File: config.mk
export PLATFORM = sky130hd
export DESIGN_NAME = button_reader_flat
export DESIGN_NICKNAME = d
export VERILOG_FILES = /design/src/rtl/button_pkg.sv /design/src/rtl/button_reader_if.sv /design/src/rtl/button_debounce_ch.sv /design/src/rtl/button_reader.sv /design/src/flat_wrapper.sv
export SDC_FILE = /design/constraint.sdc
export NUM_CORES = 1
export LEC_CHECK = 0
export ABC_CLOCK_PERIOD_IN_PS = 2700
export CAP_MARGIN = 20
export CORE_ASPECT_RATIO = 0.9
export CORE_MARGIN = 1.5
export CORE_UTILIZATION = 60
export CTS_BUF_LIST = sky130_fd_sc_hd__clkbuf_8
export CTS_CLUSTER_SIZE = 14
export DETAILED_ROUTE_END_ITERATION = 6
export PLACE_DENSITY_LB_ADDON = 0.2
export SLEW_MARGIN = 25
export SYNTH_ARGS = -nofsm -noshare
export SYNTH_HDL_FRONTEND = slang
export SYNTH_HIERARCHICAL = 1
export SYNTH_SLANG_ARGS = --single-unit
export TNS_END_PERCENT = 30
File: constraint.sdc
create_clock -name clk -period 2.7 [get_ports clk]
set_clock_uncertainty 0.05 [all_clocks]
set_input_delay 0.54 -clock clk [delete_from_list [all_inputs] [get_ports clk]]
set_output_delay 0.54 -clock clk [all_outputs]
set_load 0.005 [all_outputs]
File: src/rtl/button_pkg.sv
// Shared types and board-clock defaults for the push-button reader.
package button_pkg;

  typedef enum logic [1:0] {
    RELEASED,
    PRESS_PEND,
    PRESSED,
    RELEASE_PEND
  } btn_state_t;

  // Defaults for the 100 MHz board clock: 10 ms debounce, 1 s long press.
  localparam int unsigned DEF_N_BTN           = 4;
  localparam int unsigned DEF_DEBOUNCE_CYCLES = 1_000_000;
  localparam int unsigned DEF_LONG_CYCLES     = 100_000_000;

  function automatic logic is_held(input btn_state_t s);
    return (s == PRESSED) || (s == RELEASE_PEND);
  endfunction

endpackage

File: src/rtl/button_reader_if.sv
// Button bank signals: raw pins in, debounced level and event pulses out.
// master = pin/board side, slave = the reader.
interface button_reader_if #(
  parameter int unsigned N_BTN = 4
);
  logic [N_BTN-1:0] btn_in;
  logic [N_BTN-1:0] btn_level;
  logic [N_BTN-1:0] btn_press;
  logic [N_BTN-1:0] btn_release;
  logic [N_BTN-1:0] btn_long;

  modport master (output btn_in, input btn_level, btn_press, btn_release, btn_long);
  modport slave  (input btn_in, output btn_level, btn_press, btn_release, btn_long);
endinterface

File: src/rtl/button_debounce_ch.sv
// One button channel: 2-flop synchroniser, debounce FSM/counter and long-press counter.
// Long-press logic is built only when BUTTON_READER_LONG_PRESS_EN is defined.
module button_debounce_ch
  import button_pkg::*;
#(
  parameter int unsigned DEBOUNCE_CYCLES = DEF_DEBOUNCE_CYCLES,
  parameter int unsigned LONG_CYCLES     = DEF_LONG_CYCLES
) (
  input  logic clk,
  input  logic rst,
  input  logic btn_i,
  output logic level_o,
  output logic press_o,
  output logic release_o,
  output logic long_o
);

  localparam int unsigned CNT_W = ($clog2(DEBOUNCE_CYCLES) > 1) ? $clog2(DEBOUNCE_CYCLES) : 1;
  localparam logic [CNT_W-1:0] CNT_LAST = CNT_W'(DEBOUNCE_CYCLES - 1);

  logic [1:0]       blank_q;
  logic             s1_q, s2_q;
  btn_state_t       state_q, state_d;
  logic [CNT_W-1:0] cnt_q, cnt_d;
  logic             level_q, press_q, press_d, release_q, release_d;

  // After reset the pin is ignored for two more edges, so a button held
  // through reset is re-qualified from a clean synchroniser.
  // NOTE: sequential state uses non-blocking (<=) so every flop samples pre-edge values.
  always_ff @(posedge clk) begin
    if (rst) begin
      blank_q   <= 2'b11;
      s1_q      <= 1'b0;
      s2_q      <= 1'b0;
      state_q   <= RELEASED;
      cnt_q     <= '0;
      level_q   <= 1'b0;
      press_q   <= 1'b0;
      release_q <= 1'b0;
    end else begin
      blank_q   <= {blank_q[0], 1'b0};
      s1_q      <= blank_q[1] ? 1'b0 : btn_i;
      s2_q      <= s1_q;
      state_q   <= state_d;
      cnt_q     <= cnt_d;
      level_q   <= is_held(state_d);
      press_q   <= press_d;
      release_q <= release_d;
    end
  end

  // NOTE: every output of this block gets a default first, so no latches are inferred.
  always_comb begin
    state_d   = state_q;
    cnt_d     = cnt_q;
    press_d   = 1'b0;
    release_d = 1'b0;
    unique case (state_q)
      RELEASED: if (s2_q) begin
        state_d = PRESS_PEND;
        cnt_d   = CNT_W'(1);
      end
      PRESS_PEND: begin
        if (!s2_q) begin
          state_d = RELEASED;
          cnt_d   = '0;
        end else if (cnt_q == CNT_LAST) begin
          state_d = PRESSED;
          cnt_d   = '0;
          press_d = 1'b1;
        end else begin
          cnt_d = cnt_q + CNT_W'(1);
        end
      end
      PRESSED: if (!s2_q) begin
        state_d = RELEASE_PEND;
        cnt_d   = CNT_W'(1);
      end
      RELEASE_PEND: begin
        if (s2_q) begin
          state_d = PRESSED;
          cnt_d   = '0;
        end else if (cnt_q == CNT_LAST) begin
          state_d   = RELEASED;
          cnt_d     = '0;
          release_d = 1'b1;
        end else begin
          cnt_d = cnt_q + CNT_W'(1);
        end
      end
      default: begin
        state_d = RELEASED;
        cnt_d   = '0;
      end
    endcase
  end

  assign level_o   = level_q;
  assign press_o   = press_q;
  assign release_o = release_q;

`ifdef BUTTON_READER_LONG_PRESS_EN
  localparam int unsigned LONG_W = $clog2(LONG_CYCLES + 1);
  localparam logic [LONG_W-1:0] LONG_LAST = LONG_W'(LONG_CYCLES - 1);
  localparam logic [LONG_W-1:0] LONG_SAT  = LONG_W'(LONG_CYCLES);

  logic [LONG_W-1:0] long_cnt_q, long_cnt_d;
  logic              long_q, long_d;

  always_ff @(posedge clk) begin
    if (rst) begin
      long_cnt_q <= '0;
      long_q     <= 1'b0;
    end else begin
      long_cnt_q <= long_cnt_d;
      long_q     <= long_d;
    end
  end

  // Saturating one past the firing value is what suppresses repeats.
  always_comb begin
    long_cnt_d = '0;
    long_d     = 1'b0;
    if (is_held(state_q)) begin
      long_cnt_d = (long_cnt_q == LONG_SAT) ? long_cnt_q : long_cnt_q + LONG_W'(1);
      long_d     = (long_cnt_q == LONG_LAST) && is_held(state_d);
    end
  end

  assign long_o = long_q;
`else
  assign long_o = 1'b0;
`endif

endmodule

File: src/rtl/button_reader.sv
// Debounced push-button bank: N_BTN independent button_debounce_ch channels.
// Define BUTTON_READER_LONG_PRESS_EN to build the long-press pulse logic.
module button_reader
  import button_pkg::*;
#(
  parameter int unsigned N_BTN           = DEF_N_BTN,
  parameter int unsigned DEBOUNCE_CYCLES = DEF_DEBOUNCE_CYCLES,
  parameter int unsigned LONG_CYCLES     = DEF_LONG_CYCLES
) (
  input logic             clk,
  input logic             rst,
  button_reader_if.slave  btn
);

  if ((DEBOUNCE_CYCLES < 2) || (LONG_CYCLES < 2)) begin : g_bad_params
    $error("button_reader: DEBOUNCE_CYCLES and LONG_CYCLES must both be >= 2");
  end

  logic [N_BTN-1:0] level_w, press_w, release_w, long_w;

  for (genvar g = 0; g < N_BTN; g++) begin : g_ch
    button_debounce_ch #(
      .DEBOUNCE_CYCLES (DEBOUNCE_CYCLES),
      .LONG_CYCLES     (LONG_CYCLES)
    ) u_ch (
      .clk       (clk),
      .rst       (rst),
      .btn_i     (btn.btn_in[g]),
      .level_o   (level_w[g]),
      .press_o   (press_w[g]),
      .release_o (release_w[g]),
      .long_o    (long_w[g])
    );
  end

  assign btn.btn_level   = level_w;
  assign btn.btn_press   = press_w;
  assign btn.btn_release = release_w;
  assign btn.btn_long    = long_w;

endmodule
File: src/flat_wrapper.sv
// flat-port wrapper written by rule: the top's interface ports become plain ports
module button_reader_flat import button_pkg::*;
#(
  parameter int unsigned N_BTN           = DEF_N_BTN,
  parameter int unsigned DEBOUNCE_CYCLES = DEF_DEBOUNCE_CYCLES,
  parameter int unsigned LONG_CYCLES     = DEF_LONG_CYCLES
)
  (clk, rst, btn_btn_in, btn_btn_level, btn_btn_press, btn_btn_release, btn_btn_long);
  button_reader_if #(.N_BTN(N_BTN)) btn_i ();
  input logic clk;
  input logic rst;
  input wire logic [$bits(btn_i.btn_in)-1:0] btn_btn_in;
  output wire logic [$bits(btn_i.btn_level)-1:0] btn_btn_level;
  output wire logic [$bits(btn_i.btn_press)-1:0] btn_btn_press;
  output wire logic [$bits(btn_i.btn_release)-1:0] btn_btn_release;
  output wire logic [$bits(btn_i.btn_long)-1:0] btn_btn_long;
  assign btn_i.btn_in = btn_btn_in;
  assign btn_btn_level = btn_i.btn_level;
  assign btn_btn_press = btn_i.btn_press;
  assign btn_btn_release = btn_i.btn_release;
  assign btn_btn_long = btn_i.btn_long;
  button_reader #(.N_BTN(N_BTN), .DEBOUNCE_CYCLES(DEBOUNCE_CYCLES), .LONG_CYCLES(LONG_CYCLES)) u_core (.clk(clk), .rst(rst), .btn(btn_i));
endmodule
==> impl_metrics.env <==
export IMPL_synth_avg_cell_area_sq_um=8.72
export IMPL_synth_edf_count=0
export IMPL_ff_latch_area_sq_um=2320
export IMPL_syn_inst=620
export IMPL_grt_max_degree=59
export IMPL_cts_made_buffers=17
export IMPL_synth_area_leaders="dfxtp_1 43%, nor3_1 5.6%, xnor2_1 5.2%"
export IMPL_place_ws_ns=0.454
export IMPL_syn_area_sq_um=5400
export IMPL_cts_root_buf="clkbuf_8"
export IMPL_ctsHoldBuffers=0
export IMPL_drv_cap=0
export IMPL_cts_resized=0
export IMPL_place_congestion=0.851
export IMPL_ys_flop_type="dfxtp_1"
export IMPL_clk_pin_slew_ns=0.07
export IMPL_period_minus_slack_ns=2.28
export IMPL_cts_tree="built"
export IMPL_grt_pass1_wl_microns=19500
export IMPL_powerDensity_nw_per_um2=598
export IMPL_synth_commonest_cells="116 x dfxtp_1, 61 x nor3_1, 59 x nor2_1"
export IMPL_ioPinCount=22
export IMPL_synth_nets=630
export IMPL_yosysSeqAreaShare=0.430
export IMPL_place_area_sq_um=5640
export IMPL_worst_pin_slew_ns=0.947
export IMPL_ys_types=51
export IMPL_switchingPower_mw=0.727
export IMPL_synth_most_common_cell="dfxtp_1"
export IMPL_worstPathArrival_ns=2.53
export IMPL_fill_cells=709
export IMPL_setup_tns_ns=0
export IMPL_wl_microns=11200
export IMPL_multi_input_area_sq_um=2890
export IMPL_cts_sinks=116
export IMPL_setup_violations=0
export IMPL_place_inst=738
export IMPL_grt_pass1_vias=4292
export IMPL_fin_nets=648
export IMPL_yosysWarnings=6
export IMPL_grt_overflow_total=0
export IMPL_chipWidth_microns=103
export IMPL_die_area_sq_um=9590
export IMPL_p_seq_frac=0.473
export IMPL_slew_viol_final=0
export IMPL_cp_start_kind="flip-flop"
export IMPL_clkPwrFrac=0.509
export IMPL_diodes=0
export IMPL_crit_fanout=13
export IMPL_internal_power_mw=2.93
export IMPL_clock_latency_ns=0.43
export IMPL_drive_above_1_share=0.121
export IMPL_async_reset_ff_frac=0
export IMPL_initial_core_util=0.625
export IMPL_num_rows=32
export IMPL_cts_max_path_buffers=2
export IMPL_htreeDepth=4
export IMPL_design_area_sq_um=6110
export IMPL_cp_required_ns=2.95
export IMPL_timing_final_ws_setup_ns=0.423
export IMPL_cts_setup_buffers=0
export IMPL_antenna_found_initial=0
export IMPL_fin_crit_sh=0.843
export IMPL_status="completed"
export IMPL_synth_top_cell_area_share=0.430
export IMPL_fp_coreArea_sq_um=8650
export IMPL_rsz0062_at_grt="false"
export IMPL_grt_total_usage=0.258
export IMPL_wl_per_cell_microns=14.6
export IMPL_num_vias=4492
export IMPL_port_buffer_count=17
export IMPL_die_h_microns=93.0
export IMPL_worst_path_max_delay_cell="o31a_1"
export IMPL_design_power_total_mw=3.65
export IMPL_via_per_inst=5.83
export IMPL_first_pass_iters=5
export IMPL_maxSlewHeadroom=0.366
export IMPL_hold_viol_final=0
export IMPL_yosys_area_top_type="dfxtp_1"
export IMPL_p_sw_frac=0.199
export IMPL_area_delta_synth_final_pct=13.1
export IMPL_clock_fmax_mhz=439
export IMPL_postRouteAntennaNets=0
export IMPL_drt_iter0_markers=233
export IMPL_synth_seq_cells=116
export IMPL_max_vdd_ir_drop_mv=0.383
export IMPL_leakage_nw=1.94
export IMPL_drc=0
export IMPL_p_comb_frac=0.019
export IMPL_cp_slowest_stage_delay_ns=0.46
export IMPL_dp_final_hpwl_microns=7380
export IMPL_endpoint_kind="flip-flop"
export IMPL_final_cells=770
export IMPL_critPathKind="flip-flop to flip-flop"
export IMPL_crit_chain="ha_1 -> nand3_1 -> or2_2 -> o31a_1 -> nor2_1 -> buf_4 -> nor3_1"
export IMPL_hold_class="input port to flip-flop"
sequential cells by signal (all words and copies together) (netlist names):
register and flops:
u_core/g_ch.u_ch/s1_q 4, u_core/g_ch.u_ch/level_o 4, u_core/g_ch.u_ch/press_o 4, u_core/g_ch.u_ch/release_o 4
u_core/g_ch.u_ch/s2_q 4, u_core/g_ch.u_ch/cnt_q 80, u_core/g_ch.u_ch/blank_q 8, u_core/g_ch.u_ch/state_q 8
cells in the final DEF (no fill, tap or decap), types with 8 or more instances in the layout:
cell and n:
nor3b_1 8, nor2_1 59, a21oi_1 23, a31oi_1 12, nand4_1 9, inv_1 19
clkbuf_8 21, or2_2 8, nor4_1 10, nand2_1 53, dfxtp_1 116, clkdlybuf4s50_1 16
o21ai_0 11, nor3_1 61, xor2_1 18, xnor2_1 32, nand3_1 39
worst max-delay path: cells and delay by family (launching register included):
kind                     cells  cell delay, ns
AND/OR/NAND/NOR              4            0.77
AO/OA/AOI/OAI                1            0.46
adder cells (fa/ha/maj)      1            0.23
flip-flops                   1            0.43
buffers and inverters        1            0.20
path summary, 6_finish.rpt:
kind,end,cells past startpoint,start,slack (ns)
setup reg to reg,u_core/g_ch[0].u_ch/cnt_q[17],7,u_core/g_ch[0].u_ch/cnt_q[0],0.42
hold / removal,u_core/g_ch[3].u_ch/blank_q[0],1,rst,0.30
setup / recovery,u_core/g_ch[0].u_ch/cnt_q[17],7,u_core/g_ch[0].u_ch/cnt_q[0],0.42
hold reg to reg,u_core/g_ch[0].u_ch/s1_q,1,u_core/g_ch[0].u_ch/blank_q[1],0.34
per-layer routing:
layer  GRT usage  wire, microns  vias to the layer above
met2       0.396           5280                      106
met1       0.341           5300                     2116
li1            -              -                     2251
met5           0              0                        -
met4      0.0957            144                        0
met3      0.0800            519                       19
through the flow:
step	util	hold slack (ns)
2_1_floorplan	-	0.323
3_3_place_gp	0.652	0.325
3_5_place_dp	0.652	0.333
4_1_cts	0.707	0.290
5_1_grt	0.707	0.293
6_report	0.707	0.301
logic make-up (layout without fill, tap and decap cells):
logic type	count (synthesis)	after routing	synth area share
xor gates and xnor gates	50	50	0.0810
adders and majority gates	4	4	0.00926
and+or+nand+nor	328	328	0.347
buffers and inverters	41	72	0.0347
AOI/OAI and AO/OA	74	74	0.0898
muxes	3	3	0.00556
DFF	116	116	0.430
other	4	4	0.00278
power by group through the flow:
stage          sequential [mW]  clock [mW]  combinational (mW)
5_1_grt                   1.73        1.98              0.0762
3_5_place_dp              1.77           0              0.0683
2_1_floorplan             1.76           0              0.0530
3_3_place_gp              1.77           0              0.0667
6_report                  1.73        1.86              0.0683
4_1_cts                   1.73        1.89              0.0686
area by class of cell:
class,count,area share
repair buffers,24,0.0356
well taps,119,0.0244
inverters,16,0.00982
multi-input cells,463,0.473
clock buffers,21,0.0473
clock inverters,11,0.0297
flip-flops and latches,116,0.380
(Power assumes the default switching activity.)
